--- config.mk ---
export PLATFORM = sky130hd
export DESIGN_NAME = ser_tx
export DESIGN_NICKNAME = d
export VERILOG_FILES = /design/src/rtl/ser_tx.sv
export SDC_FILE = /design/constraint.sdc
export NUM_CORES = 1
export LEC_CHECK = 0
export CAP_MARGIN = 20
export CORE_MARGIN = 2
export CORE_UTILIZATION = 31
export DETAILED_ROUTE_END_ITERATION = 16
export PLACE_DENSITY = 0.54
export SETUP_SLACK_MARGIN = 0.02
export SLEW_MARGIN = 5
export SYNTH_ARGS = -nofsm -noshare
export SYNTH_HDL_FRONTEND = slang
export SYNTH_SLANG_ARGS = --single-unit
export TNS_END_PERCENT = 1
--- constraint.sdc ---
create_clock -name clk -period 3.9 [get_ports clk]
set_input_delay 0.78 -clock clk [delete_from_list [all_inputs] [get_ports clk]]
set_output_delay 0.78 -clock clk [all_outputs]
set_load 0.005 [all_outputs]
--- src/rtl/ser_tx.sv ---
// ser_tx: parallel-in, serial-out transmitter.
// A word accepted at a rising edge shows its first bit on sout in the next
// cycle. It then occupies exactly WIDTH cycles. A new word may be accepted
// on the last-bit cycle so that words follow each other with no gap.
module ser_tx #(
    parameter int WIDTH     = 8,
    parameter bit MSB_FIRST = 1'b1,
    parameter bit IDLE_BIT  = 1'b0
) (
    input  logic             clk,
    input  logic             rst,
    input  logic [WIDTH-1:0] load_data,
    input  logic             load_valid,
    output logic             load_ready,
    output logic             sout,
    output logic             sout_valid,
    output logic             busy,
    output logic             word_done
);

    localparam int CW = $clog2(WIDTH);
    localparam logic [CW-1:0] LAST = CW'(WIDTH - 1);

    typedef enum logic {
        IDLE  = 1'b0,
        SHIFT = 1'b1
    } state_t;

    state_t           state_reg, state_next;
    logic [CW-1:0]    count_reg, count_next;
    logic [WIDTH-1:0] shreg_reg, shreg_next;
    logic             sout_reg,  sout_next;

    // Word rearranged so the first bit to send is always at the top.
    // This lets a single left-shift datapath serve both bit orders.
    logic [WIDTH-1:0] word_ordered;
    logic             last_bit;
    logic             accept;

    genvar gi;
    generate
        for (gi = 0; gi < WIDTH; gi++) begin : g_order
            if (MSB_FIRST) begin : g_msb
                assign word_ordered[gi] = load_data[gi];
            end else begin : g_lsb
                assign word_ordered[gi] = load_data[WIDTH-1-gi];
            end
        end
    endgenerate

    assign last_bit   = (state_reg == SHIFT) && (count_reg == LAST);
    assign load_ready = (state_reg == IDLE) || last_bit;
    assign accept     = load_valid && load_ready;
    assign busy       = (state_reg == SHIFT);
    assign sout_valid = (state_reg == SHIFT);
    assign word_done  = last_bit;
    assign sout       = sout_reg;

    // State register; reset is synchronous and overrides any load.
    always_ff @(posedge clk) begin
        if (!rst) begin
            state_reg <= IDLE;
            count_reg <= '0;
            shreg_reg <= '0;
            sout_reg  <= IDLE_BIT;
        end else begin
            state_reg <= state_next;
            count_reg <= count_next;
            shreg_reg <= shreg_next;
            sout_reg  <= sout_next;
        end
    end

    // Next-state logic: load a word, advance one bit, or fall back to idle.
    always_comb begin
        state_next = state_reg;
        count_next = count_reg;
        shreg_next = shreg_reg;
        sout_next  = sout_reg;
        if (accept) begin
            // The first bit goes straight to the output register. The rest
            // of the word waits in the shift register.
            state_next = SHIFT;
            count_next = '0;
            sout_next  = word_ordered[WIDTH-1];
            shreg_next = {word_ordered[WIDTH-2:0], 1'b0};
        end else if (last_bit) begin
            state_next = IDLE;
            count_next = '0;
            sout_next  = IDLE_BIT;
            shreg_next = '0;
        end else if (state_reg == SHIFT) begin
            count_next = count_reg + 1'b1;
            sout_next  = shreg_reg[WIDTH-1];
            shreg_next = {shreg_reg[WIDTH-2:0], 1'b0};
        end
    end

endmodule

# [Yosys cells after proc, flatten, opt, wreduce, memory -nomap -nowiden]
# Index checks and enable logic that the tools add are counted.
[op_classes] add_sub_neg=1 n_eq_ne=1 n_mux=8 n_bitwise=2 n_reduce_logical=6
[ops] cell="$mux 8" n=3
[ops] cell="$mux 1" n=5
[ops] cell="$add 3x1->3 const B" n=1
[ops] cell="$eq 3x3->1 const B" n=1
[ops] cell="$reduce_bool 3->1" n=1
[ops] cell="$reduce_or 3->1" n=1
[ops] cell="$logic_and 1x1->1" n=2
[ops] cell="$not 1->1" n=2
[ops] cell="$reduce_bool 2->1" n=1
[ops] cell="$logic_or 1x1->1" n=1
[totals] regBits=12 out_inout_bits=5 elab_cells=22

# [Depth between registers and ports, before layout]
[depth] depth_word=5 mapped_depth=7

# [Worst setup path after synthesis]
# OpenSTA, ideal clock, no wires.
[synth_path] path_kind="register to output" from="reg count_reg[0]" to="out load_ready" arrival_time_ns=1.095 slack_ns=2.025 stages_incl_launch_ff=7 path_cell_list="dfxtp_1 ha_1 ha_1 buf_6 nor2b_4 buf_6 inv_1"
[synth_between] elab_chain_cells=3
[synth_lines] item="from (decl)" line_no="30" text="logic [CW-1:0] count_reg, count_next;"
[synth_lines] item="from (signal assigned)" line_no="68" text="count_reg <= count_next;"
[synth_lines] item="$eq 3x3->1" line_no="51" text="assign last_bit = (state_reg == SHIFT) && (count_reg == LAST);"
[synth_lines] item="$logic_and 1x1->1" line_no="51"
[synth_lines] item="$logic_or 1x1->1" line_no="52" text="assign load_ready = (state_reg == IDLE) || last_bit;"
[synth_lines] item="to (decl)" line_no="14" text="output logic load_ready,"
# No other way between the ends.

# [Worst setup path in the final report]
# Ends and elaborated chain as after synthesis.

==> key figures <==
Status
  • Outcome: finished, final reports clean

Routing
  • Antenna Violating Nets Remaining: 0
  • Number of iterations in the first detailed-routing pass: 4
  • Total Routed Length: 1.29 mm
  • Drt initial violations: 6
  • Average wire per standard cell: 11.7 µm
  • Post-detailed-route DRC marker count: 0
  • Routed vias/inst: 4.79
  • Routed vias: 527

Timing
  • Setup repair after global routing missed its margin: false
  • Share of the cycle needed by the critical path after routing: 69.3%
  • Clock Skews: 0.00936 ns
  • Hold violation count in the final report: 0
  • Number of setup violations in the final report: 0
  • Final critical delay including setup and external delays: 2.70 ns
  • Setup_tns: 0 ns
  • Highest clock frequency the design can meet: 370 MHz
  • Final Max Slew Viols: 0
  • Transition time at the pin with the least slew margin: 0.675 ns
  • Slew headroom: 54.9%

Setup path
  • Most repeated library cell on the critical path: sky130_fd_sc_hd__ha_1
  • Arrival time worst endpoint: 1.92 ns
  • Highest cell delay on the worst timing path: 0.44 ns
  • Data required time at the worst endpoint: 3.12 ns
  • Kind of critical path: reg -> out
  • Cell with the largest stage delay on the worst path: sky130_fd_sc_hd__clkdlybuf4s50_1
  • Launching element type of the critical path: flip-flop
  • Setup slack on the worst flop-to-flop path: 2.43 ns
  • Crit path capture type: primary output
  • Critical path cell sequence: ha_1 -> ha_1 -> nor2b_4 -> inv_1 -> clkdlybuf4s50_1
  • Peak fanout along the critical path: 12

Yosys
  • Mapped cell area: 661 µm²
  • Syn Area/Cell: 9.18 µm²
  • Top cell type by total area after synthesis: sky130_fd_sc_hd__dfxtp_1
  • Yosys warns: 0
  • Post-synthesis sequential area ratio: 36.4%
  • Register bit total from synthesis: 12
  • Number of instances in the synthesized netlist: 72
  • Fraction of synthesized cell area taken by the top area cell type: 36.4%
  • Post-synthesis net count: 85
  • Post-synth cell types: 21
  • Biggest area contributors in the synthesized netlist: sky130_fd_sc_hd__dfxtp_1 (36%), sky130_fd_sc_hd__a32oi_1 (9.3%), sky130_fd_sc_hd__a21o_1 (8.0%), sky130_fd_sc_hd__buf_6 (6.8%), sky130_fd_sc_hd__o21ai_0 (6.1%)

Floorplanning
  • DIE WIDTH: 50.2 µm
  • Total die area: 0.00252 mm²
  • # IOs: 16
  • Chip Height: 50.2 µm
  • Count of standard-cell rows: 16
  • Area of the core: 0.00198 mm²
  • Initial Utilization: 33.3%

Clock tree
  • Clock network latency to the later pin of the worst-skew pair: 0.27 ns
  • Number of resized instances in the post-cts repair step: 0
  • Number of buffers between clock root and the deepest sink: 2
  • Clock root cell: sky130_fd_sc_hd__clkbuf_4
  • Post-CTS Setup Inserts: 0
  • CTS Buf Count: 3
  • TritonCTS Sinks: 12
  • H-tree lvl count: 1
  • CTS tree: built
  • Clk slew on worst S/H paths: 0.06 ns
  • Hold buffer count at cts: 0

Hold path
  • Worst min path class: reg -> reg

Power
  • Power density normalized to cell area: 323 mW/mm²
  • Leak Pwr: 0.343 nW
  • VDD IR max: 170 µV

Finish
  • Commonest non-fill, non-tap cell in the layout: sky130_fd_sc_hd__clkdlybuf4s50_1
  • Share of cells above drive strength 1: 7.23%
  • Final design utilization: 40.2%
  • Fillers: 198
  • Final cell count without fillers: 110
  • Commonest cells after routing, fill and taps aside: sky130_fd_sc_hd__clkdlybuf4s50_1 (15), sky130_fd_sc_hd__dfxtp_1 (12), sky130_fd_sc_hd__inv_1 (8), sky130_fd_sc_hd__o21ai_0 (8)
  • Net count of the finished layout: 98
  • Relative area change from synthesis to final layout: 20.6%
  • Diodes inserted: 0
  • Largest register FFs: 7

Global routing
  • Pin count of the biggest net entering global routing: 20
  • Number of global-route vias before repair: 519
  • Global-route usage over all layers: 11.6%
  • Number of antenna violations at the first check in global routing: 0
  • Global-route wire length before repair: 2.23 mm
  • Remaining global-route overflow: 0

Placed design
  • Port Buffers: 15
  • RD Place Congestion: 0.773
  • Number of cells in the design after placement: 107
  • HPWL after DPL: 922 µm

Run
  • Max Cap Viol: 0
[worst max-delay path, delay by kind of cell (launching register included)]
kind	cells	cell delay [ns]
simple gates	1	0.31
buf+inv	2	0.51
fa+ha+maj	2	0.52
flops	1	0.32
[cell families (layout without fill, tap and decap cells)]
family	count (synthesis)	after routing	share of synthesized area, %
AOI/OAI and AO/OA	32	32	32.0
buffers and inverters	15	26	15.2
DFF	12	12	36.4
and+or+nand+nor	9	9	9.66
adders and majority gates	2	2	3.79
muxes	2	2	3.03
[through the flow]
step	hold slack [ns]	area (µm²)	setup WS, ns	total power, mW
2_1_floorplan	0.484	661	2.03	0.169
3_3_place_gp	0.510	774	1.51	0.186
3_5_place_dp	0.511	774	1.47	0.186
5_1_grt	0.554	797	1.08	0.273
4_1_cts	0.530	797	1.17	0.261
6_report	0.528	797	1.20	0.258
[synth_stat cells]
| master | instances |
|---|---|
| sky130_fd_sc_hd__or2_4 | 1 |
| sky130_fd_sc_hd__clkbuf_1 | 1 |
| sky130_fd_sc_hd__a22oi_1 | 2 |
| sky130_fd_sc_hd__a21o_1 | 7 |
| sky130_fd_sc_hd__and2_2 | 1 |
| sky130_fd_sc_hd__nor2_1 | 1 |
| sky130_fd_sc_hd__buf_6 | 4 |
| sky130_fd_sc_hd__o21ai_0 | 8 |
| sky130_fd_sc_hd__nor2b_1 | 3 |
| sky130_fd_sc_hd__o21a_1 | 1 |
| sky130_fd_sc_hd__mux2i_1 | 2 |
| sky130_fd_sc_hd__dfxtp_1 | 12 |
| sky130_fd_sc_hd__and2_1 | 1 |
| sky130_fd_sc_hd__buf_4 | 1 |
| sky130_fd_sc_hd__clkbuf_8 | 1 |
| sky130_fd_sc_hd__nor2b_4 | 1 |
| sky130_fd_sc_hd__nand3_1 | 1 |
| sky130_fd_sc_hd__inv_1 | 8 |
| sky130_fd_sc_hd__a21oi_1 | 7 |
| sky130_fd_sc_hd__ha_1 | 2 |
| sky130_fd_sc_hd__a32oi_1 | 7 |
[layout make-up]
cell class	instances	area, µm²	area share [%]
Tap cell	27	33.8	4.24
Sequential cell	12	240	30.1
Multi-Input combinational cell	45	320	40.2
Inverter	8	30.0	3.77
Clock buffer	3	22.5	2.83
Timing Repair Buffer	15	150	18.8
[path summary, 6_finish.rpt]
kind | end | depth (start not counted) | start
min reg2reg | shreg_reg[7] | 2 | shreg_reg[6]
max | load_ready | 5 | count_reg[0]
min | shreg_reg[7] | 2 | shreg_reg[6]
max reg2reg | shreg_reg[5] | 5 | count_reg[0]
[power breakdown]
| part | leakage [nW] | switching [mW] | internal (mW) | total, mW |
|---|---|---|---|---|
| registers | 0.0990 | 0.00648 | 0.131 | 0.137 |
| clock network | 0.0138 | 0.0387 | 0.0357 | 0.0744 |
| logic | 0.230 | 0.0191 | 0.0268 | 0.0459 |
[routing by layer]
layer	global-route usage (%)	wire (µm)	vias to the layer above
met5	0	0	-
met4	4.17	19	0
li1	-	-	280
met3	5.06	68	4
met1	14.1	626	231
met2	18.2	576	12
No activity file was read; power rests on OpenSTA's default activity.
